==> src/rtl/float_sub_seq_if.sv <==
// float_sub_seq_if: request/result bundle for the sequential float subtractor.
// The master drives start/a/b; the slave (the subtractor) returns status and result.
interface float_sub_seq_if #(
    parameter int XLEN = 32
);
    logic            start;
    logic [XLEN-1:0] a;
    logic [XLEN-1:0] b;
    logic            busy;
    logic            done;
    logic [XLEN-1:0] diff;
    logic            overflow;
    logic            underflow;

    modport master (
        output start, a, b,
        input  busy, done, diff, overflow, underflow
    );

    modport slave (
        input  start, a, b,
        output busy, done, diff, overflow, underflow
    );
endinterface

==> src/rtl/float_sub_seq.sv <==
// float_sub_seq: multi-cycle IEEE-754 single-precision subtractor, diff = a - b.
// Exponent-0 inputs flush to zero, exponent-255 inputs return the quiet NaN 0x7FC00000.
// Working mantissa layout: [27] carry, [26] hidden, [25:3] fraction, [2] guard,
// [1] round, [0] sticky.
// Build option FSUB_RNE_EN: adds a ROUND state doing round-to-nearest-even;
// without it the mantissa is truncated and ROUND is skipped.
module float_sub_seq #(
    parameter int XLEN = 32
) (
    input  logic           clk,
    input  logic           rst,
    float_sub_seq_if.slave bus
);

    localparam logic [XLEN-1:0] QNAN      = 32'h7FC0_0000;
    localparam logic [4:0]      MAX_SHIFT = 5'd26;

    typedef enum logic [2:0] {
        IDLE   = 3'd0,
        UNPACK = 3'd1,
        ALIGN  = 3'd2,
        ADD    = 3'd3,
        NORM   = 3'd4,
`ifdef FSUB_RNE_EN
        ROUND  = 3'd5,
`endif
        DONE   = 3'd6
    } state_t;

    state_t state, next_state;

    logic [XLEN-1:0] op_a, op_b;      // op_b already carries the inverted sign
    logic            sign_x, sign_y;
    logic [7:0]      exp_x, exp_y;
    logic [27:0]     mant_x, mant_y;
    logic [4:0]      shift_cnt;
    logic            res_sign;
    logic [7:0]      res_exp;
    logic [27:0]     res_mant;
    logic [XLEN-1:0] diff_q;
    logic            ovf_q, unf_q;
    logic            busy_c, done_c;

    logic            special, align_done, x_ge_y, add_sign, norm_ovf, norm_unf;
    logic [7:0]      exp_max;
    logic [27:0]     add_mant;

    assign special    = (op_a[30:23] == 8'hFF) || (op_b[30:23] == 8'hFF);
    assign align_done = (exp_x == exp_y) || (shift_cnt == MAX_SHIFT);
    assign exp_max    = (exp_x >= exp_y) ? exp_x : exp_y;
    // After alignment the larger-exponent operand always has the larger mantissa,
    // so a mantissa compare is enough to pick the result sign.
    assign x_ge_y     = (mant_x >= mant_y);
    assign add_mant   = (sign_x == sign_y) ? (mant_x + mant_y)
                      : (x_ge_y ? (mant_x - mant_y) : (mant_y - mant_x));
    assign add_sign   = (sign_x == sign_y) ? sign_x : (x_ge_y ? sign_x : sign_y);
    assign norm_ovf   = res_mant[27] && (res_exp == 8'd254);
    assign norm_unf   = !res_mant[27] && !res_mant[26] && (res_exp <= 8'd1);

`ifdef FSUB_RNE_EN
    logic        round_up, rnd_ovf;
    logic [24:0] rnd_mant;

    assign round_up = res_mant[2] & (res_mant[1] | res_mant[0] | res_mant[3]);
    assign rnd_mant = {1'b0, res_mant[26:3]} + {24'd0, round_up};
    assign rnd_ovf  = rnd_mant[24] && (res_exp == 8'd254);
`endif

    assign bus.busy      = busy_c;
    assign bus.done      = done_c;
    assign bus.diff      = diff_q;
    assign bus.overflow  = ovf_q;
    assign bus.underflow = unf_q;

    // State register.
    always_ff @(posedge clk or posedge rst) begin
        // NOTE: sequential state uses non-blocking assignments so every flop samples pre-edge values.
        if (rst) state <= IDLE;
        else     state <= next_state;
    end

    // Next-state decode and Moore status outputs.
    always_comb begin
        // NOTE: defaults first, so no branch leaves a signal unassigned and infers a latch.
        next_state = state;
        busy_c     = 1'b1;
        done_c     = 1'b0;
        unique case (state)
            IDLE: begin
                busy_c = 1'b0;
                if (bus.start) next_state = UNPACK;
            end
            UNPACK: next_state = special ? DONE : ALIGN;
            ALIGN:  if (align_done) next_state = ADD;
            ADD:    next_state = (add_mant == 28'd0) ? DONE : NORM;
            NORM: begin
                if (res_mant[27]) begin
                    if (norm_ovf) next_state = DONE;
                end else if (res_mant[26]) begin
`ifdef FSUB_RNE_EN
                    next_state = ROUND;
`else
                    next_state = DONE;
`endif
                end else if (norm_unf) begin
                    next_state = DONE;
                end
            end
`ifdef FSUB_RNE_EN
            ROUND:  next_state = DONE;
`endif
            DONE: begin
                done_c     = 1'b1;
                next_state = IDLE;
            end
            default: next_state = IDLE;
        endcase
    end

    // Datapath: operand capture, alignment, add, normalisation and result registers.
    // Result registers are written only on the edge that enters DONE.
    always_ff @(posedge clk or posedge rst) begin
        if (rst) begin
            op_a      <= '0;
            op_b      <= '0;
            sign_x    <= 1'b0;
            sign_y    <= 1'b0;
            exp_x     <= '0;
            exp_y     <= '0;
            mant_x    <= '0;
            mant_y    <= '0;
            shift_cnt <= '0;
            res_sign  <= 1'b0;
            res_exp   <= '0;
            res_mant  <= '0;
            diff_q    <= '0;
            ovf_q     <= 1'b0;
            unf_q     <= 1'b0;
        end else begin
            unique case (state)
                IDLE: if (bus.start) begin
                    op_a <= bus.a;
                    op_b <= {~bus.b[31], bus.b[30:0]};
                end
                UNPACK: begin
                    sign_x    <= op_a[31];
                    sign_y    <= op_b[31];
                    exp_x     <= op_a[30:23];
                    exp_y     <= op_b[30:23];
                    mant_x    <= (op_a[30:23] == 8'd0) ? 28'd0 : {2'b01, op_a[22:0], 3'b000};
                    mant_y    <= (op_b[30:23] == 8'd0) ? 28'd0 : {2'b01, op_b[22:0], 3'b000};
                    shift_cnt <= '0;
                    if (special) begin
                        diff_q <= QNAN;
                        ovf_q  <= 1'b0;
                        unf_q  <= 1'b0;
                    end
                end
                ALIGN: if (!align_done) begin
                    shift_cnt <= shift_cnt + 5'd1;
                    if (exp_x < exp_y) begin
                        mant_x <= {1'b0, mant_x[27:2], mant_x[1] | mant_x[0]};
                        exp_x  <= exp_x + 8'd1;
                    end else begin
                        mant_y <= {1'b0, mant_y[27:2], mant_y[1] | mant_y[0]};
                        exp_y  <= exp_y + 8'd1;
                    end
                end
                ADD: begin
                    res_sign <= add_sign;
                    res_exp  <= exp_max;
                    res_mant <= add_mant;
                    if (add_mant == 28'd0) begin
                        diff_q <= '0;
                        ovf_q  <= 1'b0;
                        unf_q  <= 1'b0;
                    end
                end
                NORM: begin
                    if (res_mant[27]) begin
                        if (norm_ovf) begin
                            diff_q <= {res_sign, 8'hFF, 23'd0};
                            ovf_q  <= 1'b1;
                            unf_q  <= 1'b0;
                        end else begin
                            res_mant <= {1'b0, res_mant[27:2], res_mant[1] | res_mant[0]};
                            res_exp  <= res_exp + 8'd1;
                        end
                    end else if (res_mant[26]) begin
`ifndef FSUB_RNE_EN
                        diff_q <= {res_sign, res_exp, res_mant[25:3]};
                        ovf_q  <= 1'b0;
                        unf_q  <= 1'b0;
`endif
                    end else if (norm_unf) begin
                        diff_q <= '0;
                        ovf_q  <= 1'b0;
                        unf_q  <= 1'b1;
                    end else begin
                        res_mant <= {res_mant[26:0], 1'b0};
                        res_exp  <= res_exp - 8'd1;
                    end
                end
`ifdef FSUB_RNE_EN
                ROUND: begin
                    unf_q <= 1'b0;
                    if (rnd_ovf) begin
                        diff_q <= {res_sign, 8'hFF, 23'd0};
                        ovf_q  <= 1'b1;
                    end else if (rnd_mant[24]) begin
                        diff_q <= {res_sign, res_exp + 8'd1, rnd_mant[23:1]};
                        ovf_q  <= 1'b0;
                    end else begin
                        diff_q <= {res_sign, res_exp, rnd_mant[22:0]};
                        ovf_q  <= 1'b0;
                    end
                end
`endif
                default: ;
            endcase
        end
    end

endmodule

==> src/flat_wrapper.sv <==
// flat-port wrapper written by rule: the top's interface ports become plain ports
module float_sub_seq_flat 
#(
    parameter int XLEN = 32
)
  (clk, rst, bus_start, bus_a, bus_b, bus_busy, bus_done, bus_diff, bus_overflow, bus_underflow);
  float_sub_seq_if #(.XLEN(XLEN)) bus_i ();
  input  logic clk;
  input  logic rst;
  input wire logic [$bits(bus_i.start)-1:0] bus_start;
  input wire logic [$bits(bus_i.a)-1:0] bus_a;
  input wire logic [$bits(bus_i.b)-1:0] bus_b;
  output wire logic [$bits(bus_i.busy)-1:0] bus_busy;
  output wire logic [$bits(bus_i.done)-1:0] bus_done;
  output wire logic [$bits(bus_i.diff)-1:0] bus_diff;
  output wire logic [$bits(bus_i.overflow)-1:0] bus_overflow;
  output wire logic [$bits(bus_i.underflow)-1:0] bus_underflow;
  assign bus_i.start = bus_start;
  assign bus_i.a = bus_a;
  assign bus_i.b = bus_b;
  assign bus_busy = bus_i.busy;
  assign bus_done = bus_i.done;
  assign bus_diff = bus_i.diff;
  assign bus_overflow = bus_i.overflow;
  assign bus_underflow = bus_i.underflow;
  float_sub_seq #(.XLEN(XLEN)) u_core (.clk(clk), .rst(rst), .bus(bus_i));
endmodule
==> config.mk <==
export PLATFORM = sky130hd
export DESIGN_NAME = float_sub_seq_flat
export DESIGN_NICKNAME = d
export VERILOG_FILES = /design/src/rtl/float_sub_seq_if.sv /design/src/rtl/float_sub_seq.sv /design/src/flat_wrapper.sv
export SDC_FILE = /design/constraint.sdc
export NUM_CORES = 1
export LEC_CHECK = 0
export CORE_MARGIN = 1.5
export CORE_UTILIZATION = 55
export CTS_CLUSTER_DIAMETER = 30
export DETAILED_ROUTE_END_ITERATION = 8
export HOLD_SLACK_MARGIN = 0.06
export PLACE_DENSITY = 0.85
export REMOVE_ABC_BUFFERS = 1
export SLEW_MARGIN = 20
export SYNTH_ARGS = -nofsm -noshare
export SYNTH_HDL_FRONTEND = slang
export SYNTH_SLANG_ARGS = --single-unit
==> constraint.sdc <==
create_clock -name clk -period 15.15 [get_ports clk]
set_input_delay 4.545 -clock clk [delete_from_list [all_inputs] [get_ports clk]]
set_output_delay 4.545 -clock clk [all_outputs]
set_load 0.02 [all_outputs]
* Word-level counts from Yosys, hierarchy flattened *
Index checks and enable logic that the tools add are counted.

storage, ports and cells
  register bits after elaboration = 217
  latch bits = 0
  memory bits (writable) = 0
  ROM bits = 0
  input port bits = 67
  output and inout bits = 36
  logic and storage cells = 140
  memories kept = 0

cells by class
  $add $sub $neg = 8
  $mul = 0
  divide/modulo/power cells = 0
  $lt $le $gt $ge = 4
  equality and inequality tests = 23
  shifts and indexed selects = 0
  mux-type cells = 61
  bitwise gates (word level) = 4
  reductions and logical operators = 22

operator list
  kind                                                             count
  two-way mux 28 bit                                               9
  two-way mux 32 bit                                               6
  case mux 28 bit (2 select lines)                                 3
  case mux 32 bit (3 select lines)                                 1
  two-way mux 27 bit                                               3
  two-way mux 8 bit                                                9
  subtractor 28 bit                                                2
  case mux 8 bit (2 select lines)                                  3
  adder 28 bit                                                     1
  >= comparator 28 bit                                             1
  logical NOT 28 bit                                               1
  adder 8 x 1 -> 8 bit (second input constant)                     3
  equality test 8 bit (second input constant)                      3
  two-way mux 3 bit                                                7
  logical NOT 8 bit                                                2
  case mux 3 bit (5 select lines)                                  1
  two-way mux 1 bit                                                14
  case mux 5 bit (2 select lines)                                  1
  equality test 8 bit                                              1
  >= comparator 8 bit                                              1
  less-or-equal comparator 8 x 1 -> 1 bit (second input constant)  1
  less-than comparator 8 bit                                       1
  inequality test 2 x 1 -> 1 bit (second input constant)           4
  AND reduction 4 bit                                              2
  other kinds (25)                                                 42

* Logic depth before layout (Yosys ltp) *
  depth in word-level cells = 7
  depth in mapped cells = 18
  depth with buffers taken out = 16

* Worst setup path after synthesis *
No wires, ideal clock.

  path type = input port to flip-flop
  start = in bus_start
  end = reg u_core.op_a[0]
  library setup time = 125 ps
  arrival = 5,712 ps
  data required time = 15,025 ps
  path slack = 9,313 ps
  stages on the path = 5
  buffers on the path = 2
  path through = inv_1 -> nor2_1 -> clkbuf_1 -> clkbuf_1 -> mux2_2

on the way
  cells in the longest elaborated chain, start to end = 1

RTL lines
  item                                  RTL line              text
  start, declared                       flat_wrapper.sv:10    input wire logic [$bits(bus_i.start)-1:0] bus_start;
  AND reduction 2 bit (no source line)  --
  end signal, assigned                  float_sub_seq.sv:142  op_a <= bus.a;
  end, declared                         float_sub_seq.sv:32   logic [XLEN-1:0] op_a, op_b;

No other way between the ends.
A chain may end at the register's enable or synchronous reset.

* Final worst setup path *
  start = reg u_core.state[2]
  end = out bus_busy

on the way
  cells in the longest elaborated chain, start to end = 2

RTL lines
  item                    RTL line             text
  start, declared         float_sub_seq.sv:30  state_t state, next_state;
  start signal, assigned  float_sub_seq.sv:79  else state <= next_state;
  logical NOT 3 bit       float_sub_seq.sv:88  unique case (state)
  two-way mux 1 bit       float_sub_seq.sv:88
  end, declared           flat_wrapper.sv:13   output wire logic [$bits(bus_i.busy)-1:0] bus_busy;

No other way between the ends.

==> key figures <==
Outcome
  • Status: finished clean

Route
  • DR vias: 13650
  • Vias per cell: 6.511
  • DRC viols: 0
  • Final ANT Viol Nets: 0
  • Drt total wl: 43.82 mm
  • Drt pass-1 iters: 8
  • Initial DRC count: 1634
  • Routed len/inst: 20.91 um

Hold path
  • Worst Hold Class: reg2reg
  • Worst hold stages: 1

Floorplanning
  • Starting Density: 0.5588
  • Die width: 165.7 um
  • Die H: 165.7 um
  • Die ar.: 27460 um^2
  • Core area: 26060 um^2
  • I/O Pins: 103
  • Rows: 59

Clock network
  • Clock sinks: 215
  • Post_cts resized: 0
  • CTS tree: built
  • Post-CTS setup buffers: 0
  • Num CTS Buffers: 50
  • Clock Tree Root: clkbuf_16
  • Clk Latency, worst-skew pair: 0.57 ns
  • Clock Tree Buf Depth: 3
  • H-tree depth: 2
  • CTS clk-pin slew, worst paths: 0.05 ns
  • CTS Hold Bufs: 0

Logic synthesis
  • Post-synth top flop: dfrtp_1
  • Number of synthesized flops with an enable pin: 0
  • Ranking of synthesized cells by area: dfrtp_1 (37%), ha_1 (8.3%), a21oi_1 (5.9%)
  • Post-synth top area cell: dfrtp_1
  • Yosys warns: 0
  • Seq cells post-synth: 215
  • Post-synth ARST share: 1.000
  • Top-area cell type share of the netlist area: 0.3694
  • Seq/Total Area, Yosys: 0.3694
  • Cell with the most instances after synthesis: dfrtp_1
  • Mapped Avg Cell Area: 8.810 um^2
  • Synthesized area: 14560 um^2
  • Syn Inst Count: 1653
  • Cell variety after synth: 72
  • Top post-synthesis cells by count: dfrtp_1 (215), a21oi_1 (173), nand2_1 (143)

Finish
  • Layout cells sized above 1: 0.1210
  • # diodes: 0
  • Area Growth Syn to Fin: 20.60%
  • Final #Nets: 1886

Setup path
  • Critical path buffers and inverters: 1
  • Critical Path Stages: 2
  • Crit end category: primary output
  • Worst path arrival time: 2.11 ns
  • CP Class: reg2out
  • Slowest stage delay, CP: 0.60 ns
  • CP startpoint kind: flop
  • R2R depth: 16
  • Critical path cell sequence: or3_1 > clkdlybuf4s50_1
  • Crit path max fanout: 9
  • Critical Path RT: 10.61 ns
  • Critical-path top delay cell: clkdlybuf4s50_1
  • Top delay family on crit path: buffers and inverters

Global route
  • First-pass GRT wire length: 72.35 mm
  • Antenna violations before repair: 0
  • Total Routing Usage GR: 0.3210
  • Vias in the first global route: 13740
  • Overflow after GRT: 0
  • Largest net degree at the start of global routing: 87

Place
  • Detail Placement HPWL: 30.47 mm
  • Gp weighted congestion: 0.9585
  • IO buf count: 102

STA
  • Hold WS: 0.4968 ns
  • Period utilisation layout: 0.4390
  • Min cycle time layout: 6.651 ns
  • Clock Skews: 0.04206 ns
  • Slew headroom: 0.3107
  • Tightest Pin Transition: 1.029 ns
  • Final setup viols: 0
  • Max-slew violations: 0
  • Final Hold Viols: 0
  • Setup TNS: 0 ns
  • RSZ-0062 raised after global routing: no
  • Max Fclk: 150.3 MHz

Job
  • MaxCap Viol Count: 0
cells in the final DEF (no fill, tap or decap), drive strengths merged, types with 59 or more instances in the layout:
cell type      count
mux2              78
dfrtp            215
clkbuf            59
nand2            143
o21ai            114
a21oi            173
clkdlybuf4s50    102
inv              103
nor2             119
ha                97
cell families (layout without fill, tap and decap cells):
logic type,Yosys count,in the layout,share of synthesized area
DFF,215,215,0.3694
xor gates and xnor gates,32,32,0.01925
adders and majority gates,100,100,0.08746
and+or+nand+nor,462,462,0.1504
muxes,90,90,0.06985
buffers and inverters,199,307,0.05284
AOI/OAI and AO/OA,555,555,0.2507
stage by stage:
| stage | util | area [um^2] | cells | worst slack (ns) |
|---|---|---|---|---|
| floorplan | - | 14130 | 1545 | 4.726 |
| global placement | 0.6060 | 15790 | 2002 | 8.036 |
| detailed placement | 0.6060 | 15790 | 2002 | 7.968 |
| CTS | 0.6738 | 17560 | 2096 | 8.494 |
| global route | 0.6740 | 17560 | 2096 | 8.438 |
| finish | 0.6740 | 17560 | 2096 | 8.499 |
worst reg2reg max path, delay by kind of cell (launching register included):
kind            cells  cell delay (ns)
flops               1             0.39
simple gates        6             1.45
mux                 1             0.43
fa+ha+maj           1             0.73
xor+xnor            1             0.25
buf+inv             2             0.36
compound gates      5             2.34
final timing paths:
| check | startpoint | end | slack (ns) |
|---|---|---|---|
| setup / recovery | u_core.state[2] | bus_busy | 8.50 |
| hold / removal | u_core.bus.underflow | u_core.bus.underflow | 0.50 |
| setup reg to reg | u_core.mant_y[14] | u_core.bus.diff[28] | 9.12 |
| hold reg to reg | u_core.bus.underflow | u_core.bus.underflow | 0.50 |
| max in group asynchronous | rst | u_core.mant_x[25] | 8.95 |
| min in group asynchronous | rst | u_core.mant_x[3] | 4.48 |
registers in the layout, summed over array words and instances (netlist names), 8 cells and up:
name and flops:
u_core.exp_x 8, u_core.res_mant 28, u_core.mant_x 27, u_core.op_a 32, u_core.bus.diff 32, u_core.mant_y 27
u_core.exp_y 8, u_core.res_exp 8, u_core.op_b 32
per-layer routing:
metal	vias up	global-route usage	share of wire
li1	6243	-	-
met1	6656	0.4288	0.42
met2	639	0.5196	0.47
met3	109	0.06141	0.078
met4	0	0.1183	0.031
met5	-	0	0
layout make-up:
| class | count | area [um^2] |
|---|---|---|
| Fill cell | 2011 | 8496 |
| Multi-Input combinational cell | 1239 | 8473 |
| Sequential cell | 215 | 5380 |
| Clock buffer | 59 | 1325 |
| Timing Repair Buffer | 122 | 1175 |
| Clock inverter | 35 | 441.7 |
| Tap cell | 335 | 419.2 |
| Inverter | 91 | 349.1 |
Power is not shown: default switching activity piles up to over one toggle a cycle in this logic, so the estimate is an artifact.
